$ cat src/rtl/pipe_pkg.sv
// rtl/pipe_pkg.sv - shared constants and saturating Tnew decrement for the pipeline stage registers
package pipe_pkg;

    localparam int TNEW_W_DEF    = 2;
    localparam int TNEW_MAX_W    = 16;

    localparam int CTRL_MEMTOREG = 0;
    localparam int CTRL_MEMWRITE = 1;
    localparam int CTRL_JAL      = 2;

    // Callers zero-extend into and truncate out of the wide form, so any TNEW_W up to TNEW_MAX_W works.
    function automatic logic [TNEW_MAX_W-1:0] sat_dec(input logic [TNEW_MAX_W-1:0] x);
        return (x != '0) ? x - TNEW_MAX_W'(1) : '0;
    endfunction

endpackage

$ cat src/rtl/tnew_counter.sv
// rtl/tnew_counter.sv - Tnew register: load with decrement, countdown while held, clear on bubble
module tnew_counter
    import pipe_pkg::*;
#(
    parameter int TNEW_W = TNEW_W_DEF
) (
    input  logic              clk_i,
    input  logic              rst_ni,
    input  logic              clear_i,
    input  logic              load_i,
    input  logic              hold_i,
    input  logic              valid_i,
    input  logic [TNEW_W-1:0] tnew_i,
    output logic [TNEW_W-1:0] tnew_o,
    output logic              zero_o,
    output logic              busy_o
);

    logic [TNEW_W-1:0] tnew_q;
    logic [TNEW_W-1:0] tnew_d;

    always_comb begin
        tnew_d = tnew_q;
        if (clear_i) begin
            tnew_d = '0;
        end else if (load_i) begin
            tnew_d = TNEW_W'(sat_dec(TNEW_MAX_W'(tnew_i)));
        end else if (hold_i) begin
            tnew_d = TNEW_W'(sat_dec(TNEW_MAX_W'(tnew_q)));
        end
    end

    always_ff @(negedge clk_i or negedge rst_ni) begin
        if (!rst_ni) begin
            tnew_q <= '0;
        end else begin
            tnew_q <= tnew_d;
        end
    end

    assign tnew_o = tnew_q;
    assign zero_o = (tnew_q == '0);
    assign busy_o = valid_i & ~zero_o;

endmodule

$ cat src/rtl/pipe_stage_reg.sv
// rtl/pipe_stage_reg.sv - MIPS pipeline stage register with stall, flush, Tnew countdown and forward-ready flag
// Optional stall/bubble counters enabled by PIPE_STAGE_REG_STATS_EN.
module pipe_stage_reg
    import pipe_pkg::*;
#(
    parameter int DATA_W   = 32,
    parameter int NUM_DATA = 2,
    parameter int REG_AW   = 5,
    parameter int CTRL_W   = 4,
    parameter int TNEW_W   = TNEW_W_DEF
) (
    input  logic                       Clk,
    input  logic                       Reset,
    input  logic                       Stall,
    input  logic                       Flush,
    input  logic                       Valid_In,
    input  logic [31:0]                Pc_In,
    input  logic [NUM_DATA*DATA_W-1:0] Data_In,
    input  logic [REG_AW-1:0]          WriteReg_In,
    input  logic                       RegWrite_In,
    input  logic [CTRL_W-1:0]          Ctrl_In,
    input  logic [TNEW_W-1:0]          Tuse_Rs_In,
    input  logic [TNEW_W-1:0]          Tuse_Rt_In,
    input  logic [TNEW_W-1:0]          Tnew_In,
    output logic                       Valid_Out,
    output logic [31:0]                Pc_Out,
    output logic [NUM_DATA*DATA_W-1:0] Data_Out,
    output logic [REG_AW-1:0]          WriteReg_Out,
    output logic                       RegWrite_Out,
    output logic [CTRL_W-1:0]          Ctrl_Out,
    output logic [TNEW_W-1:0]          Tuse_Rs_Out,
    output logic [TNEW_W-1:0]          Tuse_Rt_Out,
    output logic [TNEW_W-1:0]          Tnew_Out,
    output logic                       Fwd_Ready_Out,
    output logic                       Busy_Out
`ifdef PIPE_STAGE_REG_STATS_EN
    ,
    output logic [31:0]                Stall_Cnt,
    output logic [31:0]                Bubble_Cnt
`endif
);

    logic                       valid_q,    valid_d;
    logic [31:0]                pc_q,       pc_d;
    logic [NUM_DATA*DATA_W-1:0] data_q,     data_d;
    logic [REG_AW-1:0]          wreg_q,     wreg_d;
    logic                       regwrite_q, regwrite_d;
    logic [CTRL_W-1:0]          ctrl_q,     ctrl_d;
    logic [TNEW_W-1:0]          tuse_rs_q,  tuse_rs_d;
    logic [TNEW_W-1:0]          tuse_rt_q,  tuse_rt_d;

    logic bubble;
    logic load;
    logic tnew_zero;

    // A load of a non-valid instruction is treated exactly like a flush.
    assign bubble = Flush | (~Stall & ~Valid_In);
    assign load   = ~Flush & ~Stall & Valid_In;

    always_comb begin
        valid_d    = valid_q;
        pc_d       = pc_q;
        data_d     = data_q;
        wreg_d     = wreg_q;
        regwrite_d = regwrite_q;
        ctrl_d     = ctrl_q;
        tuse_rs_d  = tuse_rs_q;
        tuse_rt_d  = tuse_rt_q;
        if (bubble) begin
            valid_d    = 1'b0;
            pc_d       = '0;
            data_d     = '0;
            wreg_d     = '0;
            regwrite_d = 1'b0;
            ctrl_d     = '0;
            tuse_rs_d  = '0;
            tuse_rt_d  = '0;
        end else if (load) begin
            valid_d    = 1'b1;
            pc_d       = Pc_In;
            data_d     = Data_In;
            wreg_d     = WriteReg_In;
            regwrite_d = RegWrite_In;
            ctrl_d     = Ctrl_In;
            tuse_rs_d  = Tuse_Rs_In;
            tuse_rt_d  = Tuse_Rt_In;
        end
    end

    always_ff @(negedge Clk or negedge Reset) begin
        if (!Reset) begin
            valid_q    <= 1'b0;
            pc_q       <= '0;
            data_q     <= '0;
            wreg_q     <= '0;
            regwrite_q <= 1'b0;
            ctrl_q     <= '0;
            tuse_rs_q  <= '0;
            tuse_rt_q  <= '0;
        end else begin
            valid_q    <= valid_d;
            pc_q       <= pc_d;
            data_q     <= data_d;
            wreg_q     <= wreg_d;
            regwrite_q <= regwrite_d;
            ctrl_q     <= ctrl_d;
            tuse_rs_q  <= tuse_rs_d;
            tuse_rt_q  <= tuse_rt_d;
        end
    end

    tnew_counter #(
        .TNEW_W (TNEW_W)
    ) u_tnew (
        .clk_i   (Clk),
        .rst_ni  (Reset),
        .clear_i (bubble),
        .load_i  (load),
        .hold_i  (Stall),
        .valid_i (valid_q),
        .tnew_i  (Tnew_In),
        .tnew_o  (Tnew_Out),
        .zero_o  (tnew_zero),
        .busy_o  (Busy_Out)
    );

    assign Valid_Out     = valid_q;
    assign Pc_Out        = pc_q;
    assign Data_Out      = data_q;
    assign WriteReg_Out  = wreg_q;
    assign RegWrite_Out  = regwrite_q;
    assign Ctrl_Out      = ctrl_q;
    assign Tuse_Rs_Out   = tuse_rs_q;
    assign Tuse_Rt_Out   = tuse_rt_q;
    assign Fwd_Ready_Out = valid_q & regwrite_q & (wreg_q != '0) & tnew_zero;

`ifdef PIPE_STAGE_REG_STATS_EN
    logic [31:0] stall_cnt_q,  stall_cnt_d;
    logic [31:0] bubble_cnt_q, bubble_cnt_d;

    always_comb begin
        stall_cnt_d  = stall_cnt_q;
        bubble_cnt_d = bubble_cnt_q;
        if (Stall & ~Flush & valid_q) stall_cnt_d = stall_cnt_q + 32'd1;
        if (bubble) bubble_cnt_d = bubble_cnt_q + 32'd1;
    end

    always_ff @(negedge Clk or negedge Reset) begin
        if (!Reset) begin
            stall_cnt_q  <= '0;
            bubble_cnt_q <= '0;
        end else begin
            stall_cnt_q  <= stall_cnt_d;
            bubble_cnt_q <= bubble_cnt_d;
        end
    end

    assign Stall_Cnt  = stall_cnt_q;
    assign Bubble_Cnt = bubble_cnt_q;
`endif

endmodule
$ cat config.mk
export PLATFORM = sky130hd
export DESIGN_NAME = pipe_stage_reg
export DESIGN_NICKNAME = d
export VERILOG_FILES = /design/src/rtl/pipe_pkg.sv /design/src/rtl/tnew_counter.sv /design/src/rtl/pipe_stage_reg.sv
export SDC_FILE = /design/constraint.sdc
export NUM_CORES = 1
export LEC_CHECK = 0
export ABC_AREA = 1
export CAP_MARGIN = 20
export CORE_ASPECT_RATIO = 1.1
export CORE_UTILIZATION = 35
export CTS_BUF_LIST = sky130_fd_sc_hd__clkbuf_8
export CTS_CLUSTER_SIZE = 40
export DETAILED_ROUTE_END_ITERATION = 16
export PLACE_DENSITY = 0.71
export SYNTH_ARGS = -nofsm -noshare
export SYNTH_HDL_FRONTEND = slang
export SYNTH_HIERARCHICAL = 1
export SYNTH_SLANG_ARGS = --single-unit
$ cat constraint.sdc
create_clock -name Clk -period 1.2 [get_ports Clk]
set_clock_uncertainty 0.2 [all_clocks]
set_input_delay 0.18 -clock Clk [delete_from_list [all_inputs] [get_ports Clk]]
set_output_delay 0.18 -clock Clk [all_outputs]
set_load 0.1 [all_outputs]
==> reports/qor.txt <==
Unrepaired setup endpoints after global routing = true
Placed cell area = 8780 um2
Peak VDD IR = 757.6 uV
Max Slew Vio Count = 0
Endpoints failing setup = 228
Cell mode on critical path = nor2_2
Sequential power share = 36.7%
Leakage = 6.523 nW
Reg-to-Reg Start = u_tnew/tnew_o[1]
Layout Cells excl Fill = 1078
Setup crit start kind = register
GRT Resource Usage Total = 26.89%
ANT cells = 0
Synth Area in XOR/XNOR = 0%
Gate power share = 30.1%
Relative slew margins = 81.98%
Sw power = 3.761 mW
Rows = 44
Total vias in the final route = 5075
Adder-cell area share of the yosys netlist = 0%
Critical path launch point = u_tnew/tnew_o[1]
Final GP Congestion = 0.7376
Routed wire length per instance = 19.75 um
Vias in the first global route = 5322
CTS H-tree lvls = 4
Yosys warns = 6
Async S/R FF share, synth = 100.0%
CTS sink count = 113
Mux cell area share after synthesis = 0%
HP Class = in -> async
Share of power burned in the clock network = 33.1%
Initial Utilization = 36.34%
First-pass GRT wire length = 28790 um
Final Worst Setup Slack = -1.137 ns
Die area = 14360 um2
Main synth FF type = dfrtn_1
Main combinational cell family by area after synthesis = compound AO/OA/AOI/OAI gates
DPL Wire Length = 10700 um
Residual DRC = 0
Fill cells = 609
Drt total wl = 21300 um
Pwr Density = 990.3 nW/um2
Failing checks = setup timing
Final net count = 998
Clock Path Buffers = 2
P&R area growth vs syn = 135.6%
Ports = 232
CP endpoint kind = output pin
Post-synth cell types = 17
CTS Buf Count = 17
Worst-skew pair later-pin latency = 0.38 ns
Post-synth EDFFs = 0
CTS clk-pin slew, worst paths = 0.05 ns
Critical Path RT = 0.82 ns
Register bit total from synthesis = 113
Grt ovf = 0
Core Area = 13380 um2
Initial antenna violation count = 0
Switching part of the total power = 33.16%
Compound-Gate Fraction of Synth Area = 17.84%
Routed Antenna Nets = 0
Die extent in y = 125.6 um
DRT Pass-1 Iters = 4
Crit Path Category = reg -> out
Fin area = 11450 um2
Mapped Cells = 505
CTS root buf = clkbuf_8
Worst-margin pin slew = 0.2689 ns
DIE WIDTH = 114.4 um
Hold Violations, Final = 0
Layout cells sized above 1 = 59.28%
CP max FO = 2
Post-synth net total = 622
Via/cell ratio = 4.708
Critical path cell sequence = nor2_2 > inv_1 > nor2_2 > nand2_2 > clkinvlp_4 > buf_12
TNS Setup = -134.32 ns
Simple-gate share of the synthesized area = 10.71%
Sequential share of the synthesized area = 58.17%
Initial drt markers = 203
Cell area after synthesis = 4861 um2
Placed cells = 929
CTS tree = built
Largest net degree at the start of global routing = 34
Int Pwr = 7.581 mW
IO Port Bufs = 231
Slowest cell on the critical path = dfrtn_1
Outcome = complete, but fails checks
Mapped Avg Cell Area = 9.626 um2
Worst EP arrival = 1.96 ns
# Max-Cap Violations = 0
Slowest Stage Delay on Critical Path = 0.37 ns
-- power by group through the flow --
stage	combinational [mW]	clock (mW)	sequential, mW
floorplan	0.419	0	5.17
global placement	2.65	0	4.20
detailed placement	2.69	0	4.20
CTS	3.16	3.76	4.18
global route	3.53	3.98	4.18
finish	3.42	3.76	4.17
-- timing repair --
| item | CTS | global route |
|---|---|---|
| pin swaps | 6 | 7 |
| setup buffers | 34 | 74 |
| hold endpoints to repair | 0 | 0 |
| gates cloned | 15 | 0 |
| endpoints found under the setup margin | 228 | 228 |
| gates resized for setup | 246 | 71 |
| hold buffers | 0 | 0 |
-- layout make-up --
type                            instances  area, um2  area share [%]
Clock buffer                           19      261.5           2.283
Clock inverter                         13      143.9           1.256
Inverter                              120      479.2           4.184
Multi-Input combinational cell        248       2344           20.46
Sequential cell                       113       2828           24.69
Tap cell                              184      230.2           2.010
Timing Repair Buffer                  381       5166           45.11
-- per-stage QoR --
stage / power, mW / worst slack [ns] / utilization (%) / hold WS [ns]
after floorplan: 5.586 / -1.561 / - / 0.1758
after global placement: 6.849 / -1.140 / 65.63 / 0.2907
after detailed placement: 6.893 / -1.188 / 65.63 / 0.2931
after CTS: 11.09 / -1.150 / 79.89 / 0.1352
after global routing: 11.69 / -1.214 / 85.61 / 0.1352
final: 11.34 / -1.137 / 85.61 / 0.1409
-- routing by layer --
layer	GRT usage, %	share of wire (%)	wire length [um]	vias to the layer above
li1	-	-	-	2267
met1	30.58	36	7583	2528
met2	47.27	56	11840	228
met3	6.883	5.5	1170	52
met4	11.61	3.3	696	0
met5	0	0	0	-
-- state kept, by name, indices dropped and copies added (netlist names) --
name	cells
Data_Out	64
Pc_Out	32
WriteReg_Out	5
Ctrl_Out	4
Tuse_Rs_Out	2
Tuse_Rt_Out	2
u_tnew/tnew_o	2
RegWrite_Out	1
Valid_Out	1
-- cells in the mapped netlist (2+ instances only) --
| library cell | count | share of area [%] |
|---|---|---|
| buf_2 | 3 | 0.31 |
| buf_4 | 11 | 1.7 |
| buf_6 | 8 | 1.9 |
| clkbuf_1 | 2 | 0.15 |
| dfrtn_1 | 113 | 58 |
| inv_1 | 119 | 9.2 |
| nand2_1 | 123 | 9.5 |
| nand3_1 | 5 | 0.51 |
| nor2_1 | 6 | 0.46 |
| o21ai_0 | 21 | 2.2 |
| o21ai_1 | 9 | 0.93 |
| o21ai_2 | 80 | 14 |
-- cells in the final DEF (no fill, tap or decap) --
cell and instances:
dlygate4sd2_1 1, inv_6 1, nand2_1 9, dfrtn_1 113, nand2_4 103, buf_8 4, inv_8 1, clkinv_4 1
nand2_8 1, o21ai_2 102, a21oi_4 1, buf_4 104, buf_12 133, buf_16 14, buf_6 14, bufinv_16 3
o21bai_4 1, clkinv_2 6, clkbuf_8 19, inv_2 1, inv_1 117, o21ai_1 8, nor3_2 1, nor2_4 3
nand3_1 3, clkdlybuf4s50_1 111, nor2_2 2, inv_12 1, nand2_2 10, nor2_1 2, nand3_2 2, clkinvlp_4 2
-- logic make-up after synthesis --
kind of cell | Yosys count
flops | 113
simple gates | 136
buf+inv | 144
compound gates | 112
-- worst max-delay path: cells and delay by family, from the launching register on --
kind | cells | cell delay (ns)
buffers and inverters | 3 | 0.31
AND/OR/NAND/NOR | 3 | 0.30
flip-flops | 1 | 0.37
-- final timing paths --
kind,endpoint,slack [ns],cells after the start
setup reg to reg,u_tnew/tnew_o[0],-0.15,7
hold / removal,Data_Out[10],0.14,2
setup / recovery,Fwd_Ready_Out,-1.14,6
hold reg to reg,Pc_Out[30],0.31,2
max in group asynchronous,Valid_Out,0.41,2
min in group Clk,Pc_Out[30],0.31,2
(Power assumes the default switching activity.)
